**src/rtl/laser_host.sv**
```systemverilog
// laser_host: loads a point pattern, resets and feeds the LASER engine,
// waits for its two circle centers, then scores how many points they cover.
module laser_host #(
  parameter int          NPTS    = 40,          // points per pattern (1..63)
  parameter logic [19:0] TMO_CYC = 20'd600000   // WAIT cycles before giving up
) (
  input  logic       CLK,
  input  logic       RST,
  input  logic       LD_EN,
  input  logic [5:0] LD_ADDR,
  input  logic [3:0] LD_X,
  input  logic [3:0] LD_Y,
  input  logic       START,
  output logic       DUT_RST,
  output logic [3:0] X,
  output logic [3:0] Y,
  input  logic       DONE,
  input  logic [3:0] C1X,
  input  logic [3:0] C1Y,
  input  logic [3:0] C2X,
  input  logic [3:0] C2Y,
  output logic       BUSY,
  output logic       RES_VALID,
  output logic [5:0] SCORE,
  output logic [3:0] R1X,
  output logic [3:0] R1Y,
  output logic [3:0] R2X,
  output logic [3:0] R2Y,
  output logic       TIMEOUT
);

  typedef enum logic [2:0] {
    ST_IDLE,
    ST_DRST,
    ST_STREAM,
    ST_WAIT,
    ST_SCORE,
    ST_REPORT
  } state_t;

  localparam logic [5:0] LAST_IDX   = 6'(NPTS - 1);
  localparam logic [6:0] NPTS_LIMIT = 7'(NPTS);

  state_t      state_reg, state_next;
  logic [5:0]  idx_reg, idx_next;
  logic [19:0] wcnt_reg, wcnt_next;
  logic        done_take;
  logic        tmo_hit;

  // Point memory: {x,y} per entry, never reset so a pattern survives RST.
  logic [7:0]  mem [NPTS];
  logic        mem_we;
  logic [7:0]  pt_reg;
  logic [7:0]  xy_reg;

  logic        dut_rst_reg;
  logic        res_valid_reg;
  logic [5:0]  score_reg;
  logic [3:0]  r1x_reg, r1y_reg, r2x_reg, r2y_reg;
  logic        timeout_reg;

  // Writes are only accepted while idle so a running pattern never changes.
  assign mem_we = (state_reg == ST_IDLE) && LD_EN && ({1'b0, LD_ADDR} < NPTS_LIMIT);

  // State, point index and wait counter registers.
  always_ff @(posedge CLK) begin
    if (RST) begin
      state_reg <= ST_IDLE;
      idx_reg   <= '0;
      wcnt_reg  <= '0;
    end else begin
      state_reg <= state_next;
      idx_reg   <= idx_next;
      wcnt_reg  <= wcnt_next;
    end
  end

  // Next-state logic; idx_next doubles as the memory read address so data
  // for cycle k is already registered when that cycle begins.
  always_comb begin
    state_next = state_reg;
    idx_next   = idx_reg;
    wcnt_next  = wcnt_reg;
    done_take  = 1'b0;
    tmo_hit    = 1'b0;
    case (state_reg)
      ST_IDLE: begin
        if (START) state_next = ST_DRST;
      end
      ST_DRST: begin
        state_next = ST_STREAM;
        idx_next   = '0;
      end
      ST_STREAM: begin
        if (idx_reg == LAST_IDX) begin
          state_next = ST_WAIT;
          wcnt_next  = '0;
        end else begin
          idx_next = idx_reg + 6'd1;
        end
      end
      ST_WAIT: begin
        if (DONE) begin
          done_take  = 1'b1;
          state_next = ST_SCORE;
          idx_next   = '0;
        end else if (wcnt_reg == TMO_CYC - 20'd1) begin
          tmo_hit    = 1'b1;
          state_next = ST_REPORT;
        end else begin
          wcnt_next = wcnt_reg + 20'd1;
        end
      end
      ST_SCORE: begin
        if (idx_reg == LAST_IDX) begin
          state_next = ST_REPORT;
        end else begin
          idx_next = idx_reg + 6'd1;
        end
      end
      ST_REPORT: begin
        state_next = ST_IDLE;
      end
      default: begin
        state_next = ST_IDLE;
      end
    endcase
  end

  // Memory write port plus registered read for the scoring pass.
  always_ff @(posedge CLK) begin
    if (mem_we) mem[LD_ADDR] <= {LD_X, LD_Y};
    pt_reg <= mem[idx_next];
  end

  // Streamed coordinates come straight from a flop; zero outside STREAM.
  always_ff @(posedge CLK) begin
    if (RST) begin
      xy_reg <= '0;
    end else if (state_next == ST_STREAM) begin
      xy_reg <= mem[idx_next];
    end else begin
      xy_reg <= '0;
    end
  end

  // Coverage test of the current point against both captured centers.
  logic [3:0] cen_x [2];
  logic [3:0] cen_y [2];
  logic [1:0] hit;
  logic [3:0] pt_x, pt_y;

  assign pt_x     = pt_reg[7:4];
  assign pt_y     = pt_reg[3:0];
  assign cen_x[0] = r1x_reg;
  assign cen_y[0] = r1y_reg;
  assign cen_x[1] = r2x_reg;
  assign cen_y[1] = r2y_reg;

  generate
    for (genvar gi = 0; gi < 2; gi++) begin : g_cov
      logic [3:0] dx, dy;
      logic [7:0] sqx, sqy;
      logic [8:0] dist2;
      assign dx      = (pt_x >= cen_x[gi]) ? pt_x - cen_x[gi] : cen_x[gi] - pt_x;
      assign dy      = (pt_y >= cen_y[gi]) ? pt_y - cen_y[gi] : cen_y[gi] - pt_y;
      assign sqx     = {4'd0, dx} * {4'd0, dx};
      assign sqy     = {4'd0, dy} * {4'd0, dy};
      assign dist2   = {1'b0, sqx} + {1'b0, sqy};
      assign hit[gi] = (dist2 <= 9'd16);
    end
  endgenerate

  // Result registers: capture on DONE, zero on timeout, accumulate in SCORE.
  always_ff @(posedge CLK) begin
    if (RST) begin
      dut_rst_reg   <= 1'b0;
      res_valid_reg <= 1'b0;
      score_reg     <= '0;
      r1x_reg       <= '0;
      r1y_reg       <= '0;
      r2x_reg       <= '0;
      r2y_reg       <= '0;
      timeout_reg   <= 1'b0;
    end else begin
      dut_rst_reg   <= (state_next == ST_DRST);
      res_valid_reg <= (state_next == ST_REPORT);
      if (done_take) begin
        r1x_reg     <= C1X;
        r1y_reg     <= C1Y;
        r2x_reg     <= C2X;
        r2y_reg     <= C2Y;
        timeout_reg <= 1'b0;
        score_reg   <= '0;
      end else if (tmo_hit) begin
        timeout_reg <= 1'b1;
        score_reg   <= '0;
      end else if ((state_reg == ST_SCORE) && (|hit)) begin
        score_reg <= score_reg + 6'd1;
      end
    end
  end

  assign DUT_RST   = dut_rst_reg;
  assign X         = xy_reg[7:4];
  assign Y         = xy_reg[3:0];
  assign BUSY      = (state_reg != ST_IDLE);
  assign RES_VALID = res_valid_reg;
  assign SCORE     = score_reg;
  assign R1X       = r1x_reg;
  assign R1Y       = r1y_reg;
  assign R2X       = r2x_reg;
  assign R2Y       = r2y_reg;
  assign TIMEOUT   = timeout_reg;

endmodule

```
**config.mk**
```make
export PLATFORM = sky130hd
export DESIGN_NAME = laser_host
export DESIGN_NICKNAME = d
export VERILOG_FILES = /design/src/rtl/laser_host.sv
export SDC_FILE = /design/constraint.sdc
export NUM_CORES = 1
export LEC_CHECK = 0
export CORE_MARGIN = 3
export CORE_UTILIZATION = 48
export CTS_BUF_LIST = sky130_fd_sc_hd__clkbuf_2 sky130_fd_sc_hd__clkbuf_4 sky130_fd_sc_hd__clkbuf_8
export CTS_CLUSTER_DIAMETER = 80
export DETAILED_ROUTE_END_ITERATION = 16
export PLACE_DENSITY_LB_ADDON = 0.15
export SYNTH_ARGS = -nofsm -noshare
export SYNTH_HDL_FRONTEND = slang
export SYNTH_SLANG_ARGS = --single-unit
```
**constraint.sdc**
```tcl
create_clock -name CLK -period 19.14 [get_ports CLK]
set_clock_uncertainty 0.05 [all_clocks]
set_input_delay 3.828 -clock CLK [delete_from_list [all_inputs] [get_ports CLK]]
set_output_delay 3.828 -clock CLK [all_outputs]
set_load 0.02 [all_outputs]
```
==> impl_metrics.json <==
{
  "run_status": "finished clean",
  "final-max-slew-violation-count": 0,
  "place_ws_ns": 10.89,
  "routed_wirelength_mm": 52.1,
  "path_common_cell": "sky130_fd_sc_hd__buf_4",
  "comb_power_share_pct": 25.2,
  "regArea_sq_um": 11000,
  "r2r_start": "pt_reg[4]$_DFF_P_",
  "syn_nets": 1769,
  "grt_overflow_total": 0,
  "syn_area_per_cell_sq_um": 11.7,
  "critPathBufInv": 3,
  "critical_path.reg2reg.endpoint": "SCORE[5]$_SDFFE_PP0P_",
  "finalNetCount": 1833,
  "vias": 13739,
  "io_pins": 69,
  "critical_path.cell_chain": "clkdlybuf4s50_1 -> nand3b_1 -> nand3_2 -> o21a_1 -> buf_4 -> nor2_2 -> buf_4 -> nor2_1 -> a22o_1 -> or4_1 -> o21ai_0",
  "min_period_over_period_pct": 38.3,
  "synth.top_cells.by_area": "sky130_fd_sc_hd__edfxtp_1 (50%), sky130_fd_sc_hd__dfxtp_1 (7.3%), sky130_fd_sc_hd__ha_1 (4.2%)",
  "power.sequential.fraction_pct": 41.2,
  "clock_tree.root_cell": "sky130_fd_sc_hd__clkbuf_8",
  "power.share.clock_pct": 33.7,
  "critical_path.top_delay_family": "simple AND/OR/NAND/NOR gates",
  "maxCapViolCount": 0,
  "worst-slew-pin-transition_ns": 1.22,
  "most_instantiated_library_cell_after_synthesis": "sky130_fd_sc_hd__edfxtp_1",
  "timing.critical_path.slowest_cell_delay_ns": 0.63,
  "count_of_flip_flops_with_a_built_in_enable_after_synthesis": 320,
  "final.setup.tns_ns": 0,
  "postSynth.topFlopCell": "sky130_fd_sc_hd__edfxtp_1",
  "cts_buffer_depth": 3,
  "timing.final.ws_setup_ns": 11.81,
  "crit_cells": 11,
  "cts-resized-gates": 0,
  "synth.ff_latch_count": 390,
  "max_freq_mhz": 136,
  "largest_net_degree_at_the_start_of_global_routing": 71,
  "critical-path-slowest-cell": "sky130_fd_sc_hd__clkdlybuf4s50_1",
  "post-route-util_pct": 55.7,
  "crit_path_end_kind": "flip-flop",
  "timing_hold_violations_final": 0,
  "post-dp-hpwl_mm": 34.5,
  "drc_violations_left": 0,
  "post_synth_most_frequent_cells": "sky130_fd_sc_hd__edfxtp_1 (320), sky130_fd_sc_hd__nor2_1 (144), sky130_fd_sc_hd__nand2_1 (134)",
  "netSwitchingFraction_pct": 30.2,
  "async_reset_ff_share_pct": 0,
  "crit_path_max_fanout": 42,
  "netlist_area_sq_um": 19300,
  "drt_first_pass_iters": 5,
  "syn_inst": 1639,
  "cts.htree.levels": 3,
  "worstSetupStartpointType": "primary input",
  "critical_path_required_ns": 19.63,
  "detail-route-antenna-nets": 0,
  "antenna_found_initial": 0,
  "worstHoldPathType": "flip-flop to flip-flop",
  "worst-endpoint-arrival_ns": 7.82,
  "power_per_cell_area_nw_per_um2": 104,
  "setup.worst_path.start": "DONE",
  "netlist-cell-type-count": 79,
  "worst-r2r-cell-count": 27,
  "post-synth-top-area-fraction_pct": 49.9,
  "multi_input_comb_area_sq_um": 7400,
  "p_sw_mw": 0.684,
  "clock_tree_from_tritoncts": "yes",
  "floorplan.initialDensity_pct": 49.2,
  "largest_register_ffs": 320,
  "floorplan.die.height_um": 206,
  "placeableCoreArea_sq_um": 39100,
  "ff2ff_setup_slack_ns": 12.10,
  "final_layout_size_suffix_gt1_share_pct": 10.8,
  "post_cts_hold_buffer_count": 0,
  "postcts_setup_bufs": 0,
  "fp-row-count": 72,
  "average_detailed_routed_wire_length_per_instance_um": 22.9,
  "initialDrtViolationCount": 1602,
  "first_global_vias": 13404,
  "power_report.internal_total_mw": 1.58,
  "synthToLayoutAreaGrowth_pct": 13.1,
  "grtUsageTotal_pct": 24.8,
  "grt_pass1_wl_mm": 79.8,
  "portBuffers": 68,
  "cts_num_sinks": 390,
  "critical_path.endpoint": "xy_reg[4]$_SDFF_PP0_",
  "finalCriticalPeriod_ns": 7.33,
  "viasPerCell": 6.04,
  "yosys_warnings": 0,
  "path_class": "primary input to flip-flop",
  "yosys.area.top_type": "sky130_fd_sc_hd__edfxtp_1",
  "clock_buffers_created_by_tritoncts": 69,
  "vdd_ir_drop_max_uv": 64.8,
  "nFillCells": 3319,
  "ys_seq_area_share_pct": 57.2,
  "gp_routability_congestion": 0.926,
  "die_area_sq_um": 42500,
  "static-leakage-power_nw": 7.78,
  "antenna-diode-count": 0,
  "max-slew-margin-rel_pct": 18.3,
  "die_w_um": 206,
  "clk_transition_reported_paths_ns": 0.06,
  "rsz0062_at_grt": "false",
  "report.final.setup_viol": 0,
  "worst_skew_pair.late_latency_ns": 0.62
}
## cell usage in the layout, fill, tap and decap left out, drive strengths merged, types with 36 or more instances in the layout
master	n
inv	120
nand2	134
a21oi	68
dfxtp	70
edfxtp	320
a221o	36
ha	65
clkbuf	104
nand3	42
nor2	145
clkdlybuf4s50	68
nand4	47
a22oi	47
## stage by stage
| stage | cell area (sq um) | instances | hold WS (ns) | power, mW |
|---|---|---|---|---|
| after floorplan | 19300 | 1639 | 0.421 | 1.37 |
| after global placement | 20400 | 2150 | 0.414 | 1.51 |
| after detailed placement | 20400 | 2150 | 0.426 | 1.53 |
| after CTS | 21800 | 2274 | 0.435 | 2.29 |
| after global routing | 21800 | 2274 | 0.450 | 2.42 |
| final | 21800 | 2274 | 0.430 | 2.27 |
## routing by layer
layer	GRT usage [%]	share of wire [%]	vias up
li1	-	-	6315
met1	34.2	43	6737
met2	38.6	45	589
met3	5.97	8.6	98
met4	8.78	3.2	0
met5	0	0	-
## how the worst min path moves through the flow
stage / start / to / depth (start not counted)
floorplan: wcnt_reg[10]$_SDFFE_PP0P_ / wcnt_reg[10]$_SDFFE_PP0P_ / 2
global placement: R2Y[3]$_SDFFE_PP0P_ / R2Y[3]$_SDFFE_PP0P_ / 2
detailed placement: R2X[3]$_SDFFE_PP0P_ / R2X[3]$_SDFFE_PP0P_ / 2
CTS: R2Y[3]$_SDFFE_PP0P_ / R2Y[3]$_SDFFE_PP0P_ / 2
global route: R2Y[3]$_SDFFE_PP0P_ / R2Y[3]$_SDFFE_PP0P_ / 2
finish: R2Y[3]$_SDFFE_PP0P_ / R2Y[3]$_SDFFE_PP0P_ / 2
## cell families (layout without fill, tap and decap cells)
logic type               count (synthesis)  after routing  synth area share [%]
adder cells (fa/ha/maj)                 95             95                  7.34
XOR/XNOR                                37             37                  1.78
buffers and inverters                  221            338                  4.63
flip-flops                             390            390                  57.2
AND/OR/NAND/NOR                        461            461                  11.5
AO/OA/AOI/OAI                          388            388                  15.0
multiplexers                            47             47                  2.54
## cell type report
cell class,instances,area share (%)
flip-flops and latches,390,50.6
clock inverters,20,0.558
repair buffers,96,4.09
clock buffers,104,5.77
multi-input cells,1028,34.0
inverters,118,2.03
well taps,518,2.98
## power by group through the flow
stage               clock, mW  sequential (mW)  combinational (mW)
finish                  0.763            0.934               0.570
global route            0.816            0.934               0.670
CTS                     0.780            0.934               0.581
detailed placement          0            0.951               0.576
global placement            0            0.951               0.557
floorplan                   0            0.946               0.428
## worst register-to-register path: cells and delay by family (launching register included)
family	cells	cell delay [ns]
adders and majority gates	8	3.06
AOI/OAI and AO/OA	7	1.56
xor gates and xnor gates	3	0.77
and+or+nand+nor	3	0.42
buffers and inverters	5	0.39
DFF	1	0.38
muxes	1	0.29
Note: power is estimated with default switching activity, not from simulation.
